<file path="src/rtl/pc_fetch_sequencer.sv">
// pc_fetch_sequencer
//  Walks the program counter through a multi-cycle fetch/execute loop:
//  IDLE -> FETCH (imem request at pc) -> EXEC (instruction held for the core)
//  -> FETCH ... with terminal HALT and ERR states that only reset leaves.
//  Retire = exec_done & ~stall; on retire the pc moves to pc+4 or to the
//  branch target and the 32-bit retired-instruction counter increments.
//  Optional feature macro: PC_SEQ_ALIGN_CHK_EN
//    defined   -> a retire whose next pc is not 4-byte aligned goes to ERR
//                 with misalign_err set, and pc/instret are left untouched.
//    undefined -> no alignment check, misalign_err is constant 0.
//  Reset is synchronous and active-low (reset = 0 at a posedge).
module pc_fetch_sequencer #(
    parameter int              XLEN      = 64,
    parameter logic [XLEN-1:0] RESET_VEC = '0,
    parameter int              TIMEOUT   = 16
) (
    input  logic            clk,
    input  logic            reset,
    output logic            imem_req,
    output logic [XLEN-1:0] imem_addr,
    input  logic            imem_ack,
    input  logic [31:0]     imem_rdata,
    output logic            instr_valid,
    output logic [31:0]     instr,
    output logic [XLEN-1:0] instr_pc,
    input  logic            exec_done,
    input  logic            stall,
    input  logic            branch_taken,
    input  logic [XLEN-1:0] branch_target,
    input  logic            halt,
    output logic [XLEN-1:0] pc,
    output logic [31:0]     instret,
    output logic            halted,
    output logic            fetch_err,
    output logic            misalign_err
);

    localparam int CNT_W = (TIMEOUT > 2) ? $clog2(TIMEOUT) : 1;
    localparam logic [CNT_W-1:0] CNT_LAST = CNT_W'(TIMEOUT - 1);

    typedef enum logic [2:0] {
        ST_IDLE  = 3'd0,
        ST_FETCH = 3'd1,
        ST_EXEC  = 3'd2,
        ST_HALT  = 3'd3,
        ST_ERR   = 3'd4
    } state_t;

    state_t            state_reg;
    logic [CNT_W-1:0]  cnt_reg;
    logic [XLEN-1:0]   pc_reg;
    logic [31:0]       instret_reg;
    logic [31:0]       instr_reg;
    logic [XLEN-1:0]   instr_pc_reg;
    logic              imem_req_reg;
    logic              instr_valid_reg;
    logic              halted_reg;
    logic              fetch_err_reg;
    logic              retire;
    logic [XLEN-1:0]   pc_next;
`ifdef PC_SEQ_ALIGN_CHK_EN
    logic              misalign_err_reg;
`endif

    // Retire qualification and candidate next pc (wraps naturally at 2^XLEN)
    always_comb begin
        retire  = (state_reg == ST_EXEC) && exec_done && !stall;
        pc_next = branch_taken ? branch_target : (pc_reg + XLEN'(4));
    end

    // Sequencer FSM with registered Moore outputs, datapath registers alongside
    always_ff @(posedge clk) begin
        if (!reset) begin
            state_reg        <= ST_IDLE;
            cnt_reg          <= '0;
            pc_reg           <= RESET_VEC;
            instret_reg      <= '0;
            instr_reg        <= '0;
            instr_pc_reg     <= '0;
            imem_req_reg     <= 1'b0;
            instr_valid_reg  <= 1'b0;
            halted_reg       <= 1'b0;
            fetch_err_reg    <= 1'b0;
`ifdef PC_SEQ_ALIGN_CHK_EN
            misalign_err_reg <= 1'b0;
`endif
        end else begin
            case (state_reg)
                ST_IDLE: begin
                    if (halt) begin
                        state_reg  <= ST_HALT;
                        halted_reg <= 1'b1;
                    end else begin
                        state_reg    <= ST_FETCH;
                        imem_req_reg <= 1'b1;
                        cnt_reg      <= '0;
                    end
                end

                ST_FETCH: begin
                    // An ack in the final timeout cycle still counts as a fetch
                    if (imem_ack) begin
                        instr_reg       <= imem_rdata;
                        instr_pc_reg    <= pc_reg;
                        state_reg       <= ST_EXEC;
                        imem_req_reg    <= 1'b0;
                        instr_valid_reg <= 1'b1;
                        cnt_reg         <= '0;
                    end else if (cnt_reg == CNT_LAST) begin
                        state_reg     <= ST_ERR;
                        imem_req_reg  <= 1'b0;
                        fetch_err_reg <= 1'b1;
                    end else begin
                        cnt_reg <= cnt_reg + CNT_W'(1);
                    end
                end

                ST_EXEC: begin
                    if (retire) begin
                        instr_valid_reg <= 1'b0;
`ifdef PC_SEQ_ALIGN_CHK_EN
                        // Faulting retire: pc stays on the offending instruction
                        if (pc_next[1:0] != 2'b00) begin
                            state_reg        <= ST_ERR;
                            misalign_err_reg <= 1'b1;
                        end else
`endif
                        begin
                            pc_reg      <= pc_next;
                            instret_reg <= instret_reg + 32'd1;
                            if (halt) begin
                                state_reg  <= ST_HALT;
                                halted_reg <= 1'b1;
                            end else begin
                                state_reg    <= ST_FETCH;
                                imem_req_reg <= 1'b1;
                                cnt_reg      <= '0;
                            end
                        end
                    end
                end

                ST_HALT: begin
                    state_reg <= ST_HALT;
                end

                ST_ERR: begin
                    state_reg <= ST_ERR;
                end

                default: begin
                    state_reg       <= ST_ERR;
                    imem_req_reg    <= 1'b0;
                    instr_valid_reg <= 1'b0;
                end
            endcase
        end
    end

    assign imem_req    = imem_req_reg;
    assign imem_addr   = pc_reg;
    assign instr_valid = instr_valid_reg;
    assign instr       = instr_reg;
    assign instr_pc    = instr_pc_reg;
    assign pc          = pc_reg;
    assign instret     = instret_reg;
    assign halted      = halted_reg;
    assign fetch_err   = fetch_err_reg;
`ifdef PC_SEQ_ALIGN_CHK_EN
    assign misalign_err = misalign_err_reg;
`else
    assign misalign_err = 1'b0;
`endif

endmodule

</file>
<file path="config.mk">
export PLATFORM = sky130hd
export DESIGN_NAME = pc_fetch_sequencer
export DESIGN_NICKNAME = d
export VERILOG_FILES = /design/src/rtl/pc_fetch_sequencer.sv
export SDC_FILE = /design/constraint.sdc
export NUM_CORES = 1
export LEC_CHECK = 0
export ABC_AREA = 1
export CORE_ASPECT_RATIO = 1.4
export CORE_MARGIN = 2
export CORE_UTILIZATION = 46
export CTS_BUF_LIST = sky130_fd_sc_hd__clkbuf_4 sky130_fd_sc_hd__clkbuf_8 sky130_fd_sc_hd__clkbuf_16
export DETAILED_ROUTE_END_ITERATION = 12
export PLACE_DENSITY = 0.88
export SETUP_SLACK_MARGIN = 0.05
export SLEW_MARGIN = 20
export SYNTH_ARGS = -nofsm -noshare
export SYNTH_HDL_FRONTEND = slang
export SYNTH_SLANG_ARGS = --single-unit
</file>
<file path="constraint.sdc">
create_clock -name clk -period 1.85 [get_ports clk]
set_input_delay 0.4625 -clock clk [delete_from_list [all_inputs] [get_ports clk]]
set_output_delay 0.4625 -clock clk [all_outputs]
set_load 0.01 [all_outputs]
</file>
* Yosys cells after proc, flatten, opt, wreduce, memory -nomap -nowiden
Index checks and enable logic that the tools add are counted.
** Word-level totals
- Bits in registers :: 203
- Latch bits :: 0
- Bits in writable memories :: 0
- Memory bits (read-only) :: 0
- Input bits :: 103
- Logic and storage cells :: 63
- Memories :: 0
** Cells by class
- Add/subtract/negate cells :: 3
- $mul :: 0
- Div/mod/pow operators :: 0
- Order comparisons :: 0
- Equality and inequality tests :: 9
- Shift-type cells :: 0
- Multiplexer cells :: 22
- Bitwise gates (word level) :: 3
- Reductions and logical operators :: 16
** Operators with widths (count)
- $add 64x3->64 const B :: 1
- $mux 64 :: 1
- $add 32x1->32 const B :: 1
- $mux 4 :: 4
- $pmux 3 s4 :: 1
- $pmux 4 s3 :: 1
- $reduce_and 3->1 :: 4
- $mux 3 :: 3
- $mux 1 :: 8
- $reduce_and 2->1 :: 4
- $eq 3x2->1 const B :: 2
- $ne 3x3->1 const B :: 2
- $add 4x1->4 const B :: 1
- $eq 4x4->1 const B :: 1
- $ne 2x2->1 const B :: 2
- $pmux 1 s4 :: 1
- $eq 3x1->1 const B :: 1
- $eq 3x3->1 const B :: 1
- $logic_not 3->1 :: 1
- $not 1->1 :: 3
- $pmux 1 s3 :: 1
- $reduce_bool 3->1 :: 1
- $reduce_or 3->1 :: 1
- $logic_and 1x1->1 :: 2
- other kinds (5) :: 5

* Longest topological paths before layout
Gate-level depths: netlist of the first run.
- Word-level depth :: 5
- Gate-level depth with buffers :: 12

* Worst setup path after synthesis of the first run
Ideal clock, no wire load.
- Kind :: reg2reg
- Start :: register pc_reg[3] (netlist: imem_addr[3])
- End :: register pc_reg[56] (netlist: imem_addr[56])
- Setup time :: 132 ps
- Arrival :: 1591 ps
- Data required time :: 1718 ps
- Path slack :: 126 ps
- Stages on the path, launching flop included :: 11
- Buffers on the path :: 0
- Period minus slack after synthesis :: 1724 ps
- Path through :: dfxtp_1 -> ha_1 -> nand2_1 -> inv_1 -> nand3_1 -> nor2_2 -> nand2_1 -> o21ai_0 -> nand3_1 -> nand2_1 -> a21oi_1
** On the way
- Longest elaborated chain between the ends :: 2
** RTL lines
- start: declaration :: RTL line 51 : logic [XLEN-1:0] pc_reg;
- start signal: assignment :: RTL line 129 : pc_reg <= pc_next;
- $add 64x3->64 :: RTL line 68 : pc_next = branch_taken ? branch_target : (pc_reg + XLEN'(4));
- $mux 64 :: RTL line 68
Every way passes these cells.
A chain may end at the register's enable or synchronous reset.

* Final worst setup path of the first run
- Start :: register pc_reg[6] (netlist: imem_addr[6])
- End :: output port imem_addr[6]
** RTL lines
- end: declaration :: RTL line 20 : output logic [XLEN-1:0] imem_addr,
No word-level cell between the ends.

==> summary.txt, run 1 <==
Status -> completed
Initial DRC count -> 1316
H-tree depth -> 1
Hold Fails Final Rpt -> 0
Peak Freq -> 552.9 MHz
Seq/Total Area, Yosys -> 38.88%
Max Cap Viol -> 0
Syn. warnings -> 0
Asr flop ratio synth -> 0%
CTS Sinks -> 203
First-pass GRT wire length -> 68190 um
Starting Density -> 46.56%
Critical Path Fanout Max -> 5
Kind of critical path -> register to output port
WHS -> 0.2582 ns
Area grow syn2layout -> 57.66%
Internal Power -> 7.841 mW
Die height -> 182.3 um
EDFF count, synth -> 0
Clock buffer count from CTS -> 21
Total power -> 10.93 mW
Cells after Synth -> 1601
Commonest cells after routing, fill and taps aside -> 289 x nand2_1, 275 x nor2_1, 239 x dlygate4sd2_1, 216 x buf_4, 134 x dfxtp_1
Clock Pin Slew Worst Setup and Hold Paths -> 0.07 ns
Syn nets -> 1707
Sequential Power Share -> 44.4%
Mean post-synth cell area -> 6.528 um2
Worst Skew -> 0.01204 ns
Util after Layout -> 73.41%
Placed Area -> 15440 um2
HP Class -> primary input to register
Cts hold-fix bufs -> 0
Largest net degree at the start of global routing -> 79
Port bufs -> 362
Clock buffer depth -> 3
Share of cells above drive strength 1 -> 22.05%
I/O pins -> 364
Commonest non-fill, non-tap cell in the layout -> nand2_1
Vias in the first global route -> 12721
Switching Fraction -> 28.28%
Final min period -> 1.809 ns
Routed len/inst -> 18.73 um
Row Count -> 65
Total track usage -> 35.23%
Diode count -> 0
ANT nets after route -> 0
Clk root buf -> clkbuf_16
Vias/cell -> 5.499
Post-Syn Area -> 10450 um2
Final Cell Area -> 16480 um2
Post-synthesis register bit count -> 203
Core ar. -> 22450 um2
Total number of vias -> 13204
Final setup viols -> 0
Leak pwr -> 7.577 nW
CTS tree -> yes
DRC -> 0
Antenna violations before repair -> 0
Total power divided by cell area -> 663.5 nW/um2
NetSw -> 3.091 mW
CP startpoint kind -> register
Worst-case vdd ir drop -> 0.0006184 V
Max Slew Vio Count -> 0
RePlAce Congestion -> 0.9836
Tcrit/Tclk final -> 97.77%
Worst endpoint required time -> 1.39 ns
Width of the die -> 131.4 um
Nets -> 2194
RSZ-0062 raised after global routing -> yes
Total Wirelength -> 44980 um
Post-synth cell types -> 38
Crit path DAT -> 1.35 ns
Clock power frac -> 37.6%
DIE AREA -> 23960 um2
DP HPWL -> 33090 um
CP Capture Type -> output port
Clock latency on the worst-skew pair -> 0.52 ns
Logic gate share of total power -> 18.0%
Synth Flop Type -> dfxtp_1
First drt pass iteration count -> 5
Gr ovfl total -> 0
-- through the flow --
stage / TNS (ns) / setup slack [ns] / instances
6_report: 0 / 0.04123 / 2401
4_1_cts: 0 / 0.05109 / 2385
2_1_floorplan: 0 / 0.1264 / 1601
3_3_place_gp: -15.40 / -0.3014 / 2346
5_1_grt: -0.001215 / -0.001215 / 2401
3_5_place_dp: -20.44 / -0.4380 / 2346
-- routing by layer --
metal,wire (um),track usage [%],vias to the layer above
li1,-,-,6139
met3,3476,4.528,155
met2,22390,64.59,742
met4,2484,16.52,0
met5,0,0,-
met1,16630,40.66,6168
-- power groups by stage --
stage,Combinational (mW),Sequential [mW],Clock (mW)
after floorplan,0.754,5.06,0
after global placement,2.02,4.93,0
after detailed placement,2.07,4.94,0
after CTS,1.88,4.84,4.13
after global routing,2.12,4.88,4.32
final,1.97,4.85,4.12
-- kinds of logic after synthesis --
family                   count (synthesis)  share of synthesized area, %
other                                    1                       0.03588
XOR/XNOR                                 5                        0.4191
AND/OR/NAND/NOR                        793                         31.27
flip-flops                             203                         38.88
buffers and inverters                  267                         12.14
adder cells (fa/ha/maj)                  3                        0.3592
AO/OA/AOI/OAI                          329                         16.89
-- path summary, 6_finish.rpt --
check	startpoint	end	slack (ns)	cells after the start
min reg2reg	halted$_SDFFE_PN0P_	halted$_SDFFE_PN0P_	0.45	2
max reg2reg	imem_addr[26]$_SDFFE_PN0P_	imem_addr[63]$_SDFFE_PN0P_	0.09	12
min	reset	instr[5]$_SDFFE_PN0P_	0.26	3
max	imem_addr[6]$_SDFFE_PN0P_	imem_addr[6]	0.04	2
-- critical path: stages (launching register included) --
cell	delay, ns
dfxtp_1	0.38
buf_4	0.17
clkdlybuf4s15_1	0.28
-- area by class of cell --
type / instances / area [um2]
timing repair buffer: 598 / 5248
inverter: 133 / 501.7
clock buffer: 27 / 595.6
fill: 1867 / 5969
sequential: 203 / 4175
clock inverter: 8 / 53.80
tap: 301 / 376.6
multi-input combinational: 1131 / 5527
-- synth_stat cells, types with 2 or more instances --
cell / count / area share, %
a211oi_1: 2 / 0.14
a21oi_1: 124 / 5.9
a22oi_1: 4 / 0.29
a31oi_1: 25 / 1.5
and3_1: 2 / 0.12
buf_1: 8 / 0.29
buf_2: 15 / 0.72
buf_4: 66 / 4.7
clkbuf_1: 45 / 1.6
clkinv_1: 2 / 0.072
dfxtp_1: 203 / 39
ha_1: 3 / 0.36
inv_1: 128 / 4.6
inv_2: 3 / 0.11
nand2_1: 322 / 12
nand2_2: 4 / 0.24
nand3_1: 77 / 3.7
nand3b_1: 3 / 0.22
nand4_1: 26 / 1.6
nor2_1: 315 / 11
nor2_2: 10 / 0.60
nor3_1: 26 / 1.2
nor4_1: 3 / 0.18
o211ai_1: 23 / 1.7
o21ai_0: 145 / 6.9
o21bai_1: 2 / 0.14
xnor2_1: 2 / 0.17
xor2_1: 3 / 0.25
-- repair_timing --
item / 4_1_cts / 5_1_grt
setup endpoints to repair: 297 / 80
buffers inserted: 4 / 14
gates cloned: 0 / 2
pin swaps: 6 / 32
gates resized for setup: 359 / 162
Note: power is estimated with default switching activity, not from simulation.
==> inputs of run 2 (changes only) <==
clock period = 1.9 ns   (was 1.85 ns; I/O delays follow)
==> run 2 against run 1 <==
Wire length fell by 3.6%; flip-flop and latch count did not move; global-route usage fell by 0.70 points; first-iteration DRC count fell by 14%; combinational power fell by 7%; cell area fell by 2.3%; clock skew rose by 0.015 ns; core utilization fell by 1.7 points; count of clock-buffer cells in the layout rose by 6; highest routed layer is now met5.
==> summary.txt, run 2 (synthesis results as in run 1) <==
Width of the die -> 131.4 um (unchanged)
Leak pwr -> 7.368 nW (was 7.577 nW)
Total track usage -> 34.54% (was 35.23%)
Multi-input gate area -> 5348 um2 (was 5527 um2)
Total Wirelength -> 43380 um (was 44980 um)
Diode count -> 0 (unchanged)
Clock buffer count from CTS -> 22 (was 21)
Total number of vias -> 12968 (was 13204)
Worst reg-to-reg path cell count -> 12 (unchanged)
CTS tree -> yes (unchanged)
Clock Pin Slew Worst Setup and Hold Paths -> 0.07 ns (about the same)
Clk root buf -> clkbuf_16 (unchanged)
Area grow syn2layout -> 54.00% (was 57.66%)
CP dominant cell by count -> nand2_1
Share of cells above drive strength 1 -> 18.14% (was 22.05%)
Filler cells -> 1938 (was 1867)
Core ar. -> 22450 um2 (unchanged)
Status -> completed (unchanged)
Peak Freq -> 542.0 MHz
Commonest cells after routing, fill and taps aside -> 301 x nand2_1, 289 x nor2_1, 252 x dlygate4sd2_1, 182 x buf_4, 148 x dfxtp_1 (was 289 x nand2_1, 275 x nor2_1, 239 x dlygate4sd2_1, 216 x buf_4, 134 x dfxtp_1)
Clock latency on the worst-skew pair -> 0.53 ns (was 0.52 ns)
RSZ-0062 raised after global routing -> yes (unchanged)
Vias in the first global route -> 12752 (was 12721)
Util after Layout -> 71.71% (was 73.41%)
DP HPWL -> 32750 um (was 33090 um)
Reg area -> 4140 um2 (was 4175 um2)
Worst setup path start -> imem_addr[2]$_SDFFE_PN0P_ (was imem_addr[6]$_SDFFE_PN0P_)
First drt pass iteration count -> 5 (unchanged)
Max Slew Vio Count -> 0 (unchanged)
Port bufs -> 362 (unchanged)
Row Count -> 65 (unchanged)
DIE AREA -> 23960 um2 (unchanged)
Routed len/inst -> 18.32 um (was 18.73 um)
Internal Power -> 8.036 mW (was 7.841 mW)
Vias/cell -> 5.476 (was 5.499)
Antenna violations before repair -> 1 (was 0)
Critical R2R Launch -> imem_addr[2]$_SDFFE_PN0P_ (was imem_addr[26]$_SDFFE_PN0P_)
CTS Sinks -> 203 (unchanged)
Switching Fraction -> 27.17% (was 28.28%)
Critical Path Fanout Max -> 4 (was 5)
H-tree depth -> 1 (unchanged)
Setup crit end -> imem_addr[40]$_SDFFE_PN0P_ (was imem_addr[6])
Hold Fails Final Rpt -> 0 (unchanged)
Final setup viols -> 0 (unchanged)
Final min period -> 1.845 ns
Gr ovfl total -> 0 (unchanged)
R2R Path End -> imem_addr[40]$_SDFFE_PN0P_ (was imem_addr[63]$_SDFFE_PN0P_)
Crit path DAT -> 2.23 ns (was 1.35 ns)
Clock power frac -> 40.5% (was 37.6%)
Cts hold-fix bufs -> 0 (unchanged)
Nets -> 2159 (was 2194)
Kind of critical path -> register to register (was register to output port)
Worst Skew -> 0.02734 ns (was 0.01204 ns)
NetSw -> 2.997 mW (was 3.091 mW)
CP Capture Type -> register (was output port)
Tcrit/Tclk final -> 97.10%
Critical Path Max Stage Delay -> 0.34 ns (was 0.38 ns)
Sequential Power Share -> 42.8% (was 44.4%)
Max Cap Viol -> 0 (unchanged)
FF-to-FF setup slack -> 0.06 ns (was 0.09 ns)
Clock buffer depth -> 3 (unchanged)
RePlAce Congestion -> 1.020 (was 0.9836)
DRC -> 0 (unchanged)
Worst-path cell chain -> ha_1, buf_4, nand2_1, inv_2, nand3_2, nor2_4, buf_4, nand2_1, o21bai_1, nand3_1, nand2_1, a21oi_1 (was buf_4, clkdlybuf4s15_1)
Die height -> 182.3 um (unchanged)
Starting Density -> 46.56% (unchanged)
Logic gate share of total power -> 16.7% (was 18.0%)
Largest net degree at the start of global routing -> 61 (was 79)
ANT nets after route -> 0 (unchanged)
Commonest non-fill, non-tap cell in the layout -> nand2_1 (unchanged)
CP max stage cell -> dfxtp_2 (was dfxtp_1)
Initial DRC count -> 1130 (was 1316)
I/O pins -> 364 (unchanged)
CP startpoint kind -> register (unchanged)
Worst endpoint required time -> 2.28 ns (was 1.39 ns)
HP Class -> primary input to register (unchanged)
Total power divided by cell area -> 685.5 nW/um2 (was 663.5 nW/um2)
Worst-case vdd ir drop -> 0.0005405 V (was 0.0006184 V)
WHS -> 0.4284 ns (was 0.2582 ns)
First-pass GRT wire length -> 66870 um (was 68190 um)
[run 2: changes by cell type in the layout (fill, tap and decap cells not counted), sizes merged]
cell | previous run | this run
dlymetal6s2s | 0 | 2
bufinv | 0 | 2
inv | 133 | 132
clkbuf | 30 | 34
buf | 240 | 201
clkdlybuf4s15 | 15 | 5
dlygate4sd2 | 239 | 252
clkinv | 7 | 3
[run 2: area by class of cell]
| type | count | area share (%) |
|---|---|---|
| multi-input combinational | 1131 | 33.22 |
| sequential | 203 | 25.72 |
| timing repair buffer | 562 | 30.97 |
| clock inverter | 5 | 0.5908 |
| inverter | 133 | 3.102 |
| clock buffer | 33 | 4.050 |
| tap | 301 | 2.340 |
[run 2: repair_timing]
action                     in CTS  in global routing
buffers inserted                1                  4
pin swaps                       1                  8
setup endpoints to repair     285                 62
gates resized for setup       329                 84
[run 2: worst min path at each step]
stage                                  from                   endpoint  slack, ns  cells past startpoint
floorplan           cnt_reg[0]$_SDFFE_PN0P_    cnt_reg[0]$_SDFFE_PN0P_       0.47                      2
global placement        halted$_SDFFE_PN0P_        halted$_SDFFE_PN0P_       0.44                      2
detailed placement      halted$_SDFFE_PN0P_        halted$_SDFFE_PN0P_       0.45                      2
CTS                                   reset  state_reg[0]$_SDFFE_PN0P_       0.42                      3
global route                          reset  state_reg[0]$_SDFFE_PN0P_       0.46                      3
finish                                reset  state_reg[0]$_SDFFE_PN0P_       0.43                      3
[run 2: worst max-delay path: cells and delay by family (launching register included)]
kind	cells	cell delay, ns
flip-flops	1	0.34
AO/OA/AOI/OAI	2	0.19
adder cells (fa/ha/maj)	1	0.17
buffers and inverters	3	0.37
AND/OR/NAND/NOR	6	0.65
[run 2: power by group through the flow]
stage,Clock (mW),Sequential [mW],Combinational (mW)
6_report,4.47,4.72,1.84
5_1_grt,4.68,4.76,1.99
4_1_cts,4.48,4.72,1.82
3_5_place_dp,0,4.81,2.01
3_3_place_gp,0,4.80,1.96
2_1_floorplan,0,4.93,0.734
[run 2: per-stage QoR]
step / std cells / area, um2 / setup TNS [ns] / total power [mW] / setup slack, ns
2_1_floorplan: 1601 / 10450 / 0 / 5.662 / 0.1764
3_5_place_dp: 2325 / 15300 / -13.58 / 6.819 / -0.3911
3_3_place_gp: 2325 / 15300 / -8.772 / 6.760 / -0.2509
6_report: 2368 / 16100 / 0 / 11.03 / 0.05513
5_1_grt: 2368 / 16100 / -0.09015 / 11.43 / -0.03592
4_1_cts: 2364 / 15850 / 0 / 11.02 / 0.04905
[run 2: metal layers]
layer  wire [um]  GRT usage (%)  vias to the layer above
met5          13              0                        -
met4        2152          16.83                        2
met3        3228          5.167                      159
met2       21820          63.37                      694
met1       16160          39.10                     6039
li1            -              -                     6074
